`src/rtl/if_pkg.sv`:
```
// Shared types and constants for the instruction fetch stage.
package if_pkg;

  localparam int INST_W = 32;

  // addi x0,x0,0 -- what decode sees whenever the IF/ID register is empty
  localparam logic [INST_W-1:0] NOP_INST         = 32'h0000_0013;
  localparam logic [INST_W-1:0] DEFAULT_RESET_PC = 32'h0000_0000;

  typedef enum logic [1:0] {
    REQ   = 2'd0,
    WAIT  = 2'd1,
    HOLD  = 2'd2,
    DRAIN = 2'd3
  } fetch_state_t;

endpackage

```
`src/rtl/instruction_fetch_if.sv`:
```
// Instruction memory bus: single-outstanding request strobe with a valid-qualified response.
interface instruction_fetch_if;
  import if_pkg::*;

  logic              imem_req;
  logic [INST_W-1:0] imem_addr;
  logic              imem_rvalid;
  logic [INST_W-1:0] imem_rdata;

  modport master (
    output imem_req,
    output imem_addr,
    input  imem_rvalid,
    input  imem_rdata
  );

  modport slave (
    input  imem_req,
    input  imem_addr,
    output imem_rvalid,
    output imem_rdata
  );

endinterface

```
`src/rtl/instruction_fetch_if_id_skid.sv`:
```
// IF/ID output register backed by a one-entry hold register so a response
// arriving while decode is stalled is never lost.
module if_id_skid
  import if_pkg::*;
#(
  parameter logic [INST_W-1:0] NOP_INST = if_pkg::NOP_INST
) (
  input  logic              clk,
  input  logic              reset,
  input  logic              flush,
  input  logic              in_valid,
  input  logic [INST_W-1:0] in_inst,
  input  logic [INST_W-1:0] in_pc,
  output logic              in_ready,
  input  logic              decode_ready,
  output logic [INST_W-1:0] inst_out,
  output logic [INST_W-1:0] pc_out,
  output logic              inst_valid,
  output logic              hold_valid
);

  logic [INST_W-1:0] hold_inst;
  logic [INST_W-1:0] hold_pc;

  assign in_ready = !inst_valid || decode_ready;

  // Flush only shapes next-cycle contents; an instruction leaving this cycle still counts as taken.
  always_ff @(posedge clk) begin
    if (reset) begin
      inst_out   <= NOP_INST;
      pc_out     <= '0;
      inst_valid <= 1'b0;
      hold_inst  <= NOP_INST;
      hold_pc    <= '0;
      hold_valid <= 1'b0;
    end else if (flush) begin
      inst_out   <= NOP_INST;
      inst_valid <= 1'b0;
      hold_valid <= 1'b0;
    end else if (in_valid && in_ready) begin
      inst_out   <= in_inst;
      pc_out     <= in_pc;
      inst_valid <= 1'b1;
    end else if (in_valid) begin
      hold_inst  <= in_inst;
      hold_pc    <= in_pc;
      hold_valid <= 1'b1;
    end else if (hold_valid && decode_ready) begin
      inst_out   <= hold_inst;
      pc_out     <= hold_pc;
      inst_valid <= 1'b1;
      hold_valid <= 1'b0;
    end else if (inst_valid && decode_ready) begin
      inst_out   <= NOP_INST;
      inst_valid <= 1'b0;
    end
  end

endmodule

```
`src/rtl/instruction_fetch.sv`:
```
// RV32I fetch stage: owns the PC and the request FSM, feeds decode through if_id_skid.
module instruction_fetch
  import if_pkg::*;
#(
  parameter logic [INST_W-1:0] RESET_PC = DEFAULT_RESET_PC,
  parameter logic [INST_W-1:0] NOP_INST = if_pkg::NOP_INST
) (
  input  logic                clk,
  input  logic                reset,
  instruction_fetch_if.master imem,
  input  logic                decode_ready,
  input  logic                branch_taken,
  input  logic [INST_W-1:0]   branch_target,
  output logic [INST_W-1:0]   inst_out,
  output logic [INST_W-1:0]   pc_out,
  output logic                inst_valid
);

  fetch_state_t      state;
  fetch_state_t      state_next;
  logic [INST_W-1:0] pc;
  logic [INST_W-1:0] pc_next;
  logic              load_valid;
  logic              slot_free;
  logic              hold_valid;

  always_ff @(posedge clk) begin
    if (reset) begin
      state <= REQ;
      pc    <= RESET_PC;
    end else begin
      state <= state_next;
      pc    <= pc_next;
    end
  end

  // A redirect from REQ or a response-less WAIT leaves a request in flight, so it must be drained.
  always_comb begin
    state_next = state;
    pc_next    = pc;
    if (branch_taken) begin
      pc_next = branch_target & ~32'h3;
      unique case (state)
        REQ:     state_next = DRAIN;
        WAIT:    state_next = imem.imem_rvalid ? REQ : DRAIN;
        HOLD:    state_next = REQ;
        DRAIN:   state_next = imem.imem_rvalid ? REQ : DRAIN;
        default: state_next = REQ;
      endcase
    end else begin
      unique case (state)
        REQ:     state_next = WAIT;
        WAIT: begin
          if (imem.imem_rvalid) begin
            pc_next    = pc + 32'd4;
            state_next = slot_free ? REQ : HOLD;
          end
        end
        HOLD: begin
          if (decode_ready || !hold_valid) state_next = REQ;
        end
        DRAIN: begin
          if (imem.imem_rvalid) state_next = REQ;
        end
        default: state_next = REQ;
      endcase
    end
  end

  always_comb begin
    imem.imem_req  = (state == REQ) && !reset;
    imem.imem_addr = pc;
    load_valid     = (state == WAIT) && imem.imem_rvalid && !branch_taken;
  end

  if_id_skid #(
    .NOP_INST (NOP_INST)
  ) u_skid (
    .clk          (clk),
    .reset        (reset),
    .flush        (branch_taken),
    .in_valid     (load_valid),
    .in_inst      (imem.imem_rdata),
    .in_pc        (pc),
    .in_ready     (slot_free),
    .decode_ready (decode_ready),
    .inst_out     (inst_out),
    .pc_out       (pc_out),
    .inst_valid   (inst_valid),
    .hold_valid   (hold_valid)
  );

endmodule
```
`src/flat_wrapper.sv`:
```
// flat-port wrapper written by rule: the top's interface ports become plain ports
module instruction_fetch_flat import if_pkg::*;
#(
  parameter logic [INST_W-1:0] RESET_PC = DEFAULT_RESET_PC,
  parameter logic [INST_W-1:0] NOP_INST = if_pkg::NOP_INST
)
  (clk, reset, decode_ready, branch_taken, branch_target, inst_out, pc_out, inst_valid, imem_imem_req, imem_imem_addr, imem_imem_rvalid, imem_imem_rdata);
  instruction_fetch_if imem_i ();
  input  logic clk;
  input  logic reset;
  input  logic decode_ready;
  input  logic branch_taken;
  input  logic [INST_W-1:0] branch_target;
  output logic [INST_W-1:0] inst_out;
  output logic [INST_W-1:0] pc_out;
  output logic inst_valid;
  output wire logic [$bits(imem_i.imem_req)-1:0] imem_imem_req;
  output wire logic [$bits(imem_i.imem_addr)-1:0] imem_imem_addr;
  input wire logic [$bits(imem_i.imem_rvalid)-1:0] imem_imem_rvalid;
  input wire logic [$bits(imem_i.imem_rdata)-1:0] imem_imem_rdata;
  assign imem_imem_req = imem_i.imem_req;
  assign imem_imem_addr = imem_i.imem_addr;
  assign imem_i.imem_rvalid = imem_imem_rvalid;
  assign imem_i.imem_rdata = imem_imem_rdata;
  instruction_fetch #(.RESET_PC(RESET_PC), .NOP_INST(NOP_INST)) u_core (.clk(clk), .reset(reset), .imem(imem_i), .decode_ready(decode_ready), .branch_taken(branch_taken), .branch_target(branch_target), .inst_out(inst_out), .pc_out(pc_out), .inst_valid(inst_valid));
endmodule
```
`config.mk`:
```
export PLATFORM = sky130hd
export DESIGN_NAME = instruction_fetch_flat
export DESIGN_NICKNAME = d
export VERILOG_FILES = /design/src/rtl/if_pkg.sv /design/src/rtl/instruction_fetch_if.sv /design/src/rtl/instruction_fetch_if_id_skid.sv /design/src/rtl/instruction_fetch.sv /design/src/flat_wrapper.sv
export SDC_FILE = /design/constraint.sdc
export NUM_CORES = 1
export LEC_CHECK = 0
export CORE_ASPECT_RATIO = 1.25
export CORE_MARGIN = 1
export CORE_UTILIZATION = 35
export DETAILED_ROUTE_END_ITERATION = 7
export HOLD_SLACK_MARGIN = 0.12
export PLACE_DENSITY_LB_ADDON = 0.3
export REMOVE_ABC_BUFFERS = 1
export SLEW_MARGIN = 20
export SYNTH_ARGS = -nofsm -noshare
export SYNTH_HDL_FRONTEND = slang
export SYNTH_SLANG_ARGS = --single-unit
```
`constraint.sdc`:
```
create_clock -name clk -period 3.3 [get_ports clk]
set_clock_uncertainty 0.1 [all_clocks]
set_input_delay 0.99 -clock clk [delete_from_list [all_inputs] [get_ports clk]]
set_output_delay 0.99 -clock clk [all_outputs]
set_load 0.03 [all_outputs]
```
==> out/metrics.yaml <==
gp_congestion: 0.800
pin_count: 167
wl_per_cell_um: 17.0
nets: 1053
first_global_vias: 6186
worstReg2RegStart: "u_core.imem.imem_addr[2]$_SDFFE_PP0P_"
antenna_found_initial: 0
ff2ff_path_depth: 5
synthArstFlopShare_pct: 0
ant_nets: 0
crit_family: "simple AND/OR/NAND/NOR gates"
path_cells: "clkdlybuf4s50_1 > buf_4 > and4b_1 > nand2_1 > or4_1 > a311oi_1"
die_h_um: 158
timing.fmax_mhz: 345
coreArea_um2: 18900
rsz0062_at_grt: "no"
power_uw: 4710
post-cts-setup-buffer-count: 0
dpl_worst_slack_ns: 0.0488
hold_path_class: "flip-flop to flip-flop"
p_leak_uw: 0.00303
netlist_instances: 857
ys_types: 55
hold_depth: 2
cts_tree: "yes"
rr_endpoint: "u_core.imem.imem_addr[20]$_SDFFE_PP0P_"
hold_viol: 0
start_kind: "primary input"
critPathKind: "primary input to flip-flop"
slowest_delay_ns: 0.55
synth_area_um2: 6800
drive_gt1_share_pct: 7.04
rows: 56
crit_fanout: 13
final_cell_area_um2: 9320
irDropWorstVdd_uv: 324
area_growth_pct: 37.1
power_density_nw_per_um2: 505
reg2reg_slack_ns: 0.94
slew_headroom_pct: 61.4
drc: 0
grt_pass1_wl_mm: 33.1
clockBufferDepth: 2
wl_mm: 20.9
dr.pass1.iters: 5
port_buffers: 160
worstPathRequired_ns: 3.53
slowest_stage: "clkdlybuf4s50_1"
status: "finished clean"
layout_min_cycle_time_ns: 2.90
maxCapViolations: 0
syn_avg_cell_area_um2: 7.93
ys.flop_type: "dfxtp_1"
htreeDepth: 4
ys_seq_elements: 158
tns_ns: 0
maxSlewViolCount: 0
clock_sinks: 158
post_cts_resize_count: 0
cts_buffers: 17
cts_hold_buffers: 0
start_util_pct: 35.9
synth-edff-count: 0
layout_setup_ws_ns: 0.403
place_area_um2: 8700
min_to: "u_core.u_skid.hold_inst[17]$_SDFFE_PP0P_"
ys_seq_area_share_pct: 46.5
insertion_delay_ns: 0.42
drt_iter0_markers: 387
yosysWarnings: 0
clk_pin_slew_worst_paths_ns: 0.06
diodes: 0
via_per_inst: 5.49
hpwl_mm: 13.2
grt_max_degree: 116
clock-root-buffer: "clkbuf_16"
fin_crit_sh_pct: 87.8
worst_pin_slew_ns: 0.574
grt_use_total_pct: 21.0
min_from: "u_core.u_skid.hold_inst[17]$_SDFFE_PP0P_"
die-width_um: 127
final_cell_mix: "211 x nand2_1, 158 x clkdlybuf4s50_1, 158 x dfxtp_1"
nFillCells: 1782
overflow: 0
num_vias: 6738
final-setup-viol-count: 0
worstPathArrival_ns: 3.12
end_kind: "flip-flop"
worst-path-buf-inv: 2
final_common_cell: "nand2_1"
dieArea_um2: 20000
cell usage after synthesis (all sizes together) (6+ instances only):
master	n	share of area [%]
nor3	37	2.7
o21ai	10	0.74
or3	6	0.55
clkbuf	72	4.0
nor2	57	3.1
a21oi	95	7.0
or4	7	0.83
a211oi	9	0.99
and4	6	0.77
a221oi	30	3.9
dfxtp	158	47
inv	6	0.33
nand3	21	1.5
a311oi	38	4.9
nor4	8	0.74
nand2	211	12
buf	12	1.1
nand4	10	0.92
worst register-to-register path, delay by kind of cell, from the launching register on:
| family | cells | cell delay, ns |
|---|---|---|
| and+or+nand+nor | 3 | 1.15 |
| DFF | 1 | 0.51 |
| AOI/OAI and AO/OA | 1 | 0.28 |
| adders and majority gates | 1 | 0.23 |
routing by layer:
metal  up-vias  track usage [%]  part of all wire (%)
met5         -                0                     0
met4         0             7.03                   1.3
met3        20             4.26                   5.7
met2       221             34.8                    48
met1      3191             27.4                    45
li1       3306                -                     -
power by group:
part           total [uW]  leakage (uW)  internal (uW)  switching [uW]
sequential           2040       0.00128           1960            78.4
clock                2090      0.000300           1290             804
combinational         570       0.00144            254             316
total                4710       0.00303           3510            1200
state kept, by name, indices dropped and copies added, names as in the netlist:
name,count
u_core.u_skid.hold_inst,32
u_core.u_skid.hold_pc,30
u_core.u_skid.inst_out,32
u_core.state,2
u_core.u_skid.hold_valid,1
u_core.imem.imem_addr,30
u_core.u_skid.inst_valid,1
u_core.u_skid.pc_out,30
stage by stage:
stage / hold WS (ns) / utilization (%) / cells
detailed placement: 0.346 / 46.0 / 1196
finish: 0.354 / 49.3 / 1227
global placement: 0.342 / 46.0 / 1196
global route: 0.372 / 49.3 / 1227
CTS: 0.355 / 49.3 / 1227
floorplan: 0.330 / - / 776
area by class of cell:
class,count,area [um2],share of cell area (%)
sequential,158,3160,33.9
tap,232,290,3.11
clock buffer,19,443,4.75
clock inverter,12,184,1.97
inverter,6,22.5,0.242
multi-input combinational,612,3310,35.5
timing repair buffer,188,1910,20.5
how the worst max path moves through the flow:
stage                           from                                      to  slack (ns)  cells past startpoint
floorplan           imem_imem_rvalid   u_core.u_skid.pc_out[10]$_SDFFE_PP0P_       -1.61                      4
global placement    imem_imem_rvalid  u_core.imem.imem_addr[22]$_SDFFE_PP0P_         0.1                      6
detailed placement  imem_imem_rvalid  u_core.imem.imem_addr[20]$_SDFFE_PP0P_        0.05                      6
CTS                 imem_imem_rvalid  u_core.imem.imem_addr[20]$_SDFFE_PP0P_        0.46                      6
global route        imem_imem_rvalid  u_core.imem.imem_addr[18]$_SDFFE_PP0P_        0.35                      6
finish              imem_imem_rvalid  u_core.imem.imem_addr[20]$_SDFFE_PP0P_        0.40                      6
kinds of logic (layout without fill, tap and decap cells):
kind of cell / Yosys count / count (layout) / synth area share [%]
and+or+nand+nor: 387 / 387 / 25.6
AOI/OAI and AO/OA: 211 / 211 / 21.1
DFF: 158 / 158 / 46.5
buffers and inverters: 90 / 225 / 5.43
xor gates and xnor gates: 9 / 9 / 1.16
adders and majority gates: 1 / 1 / 0.184
other: 1 / 4 / 0.0552
No activity file was read; power rests on OpenSTA's default activity.
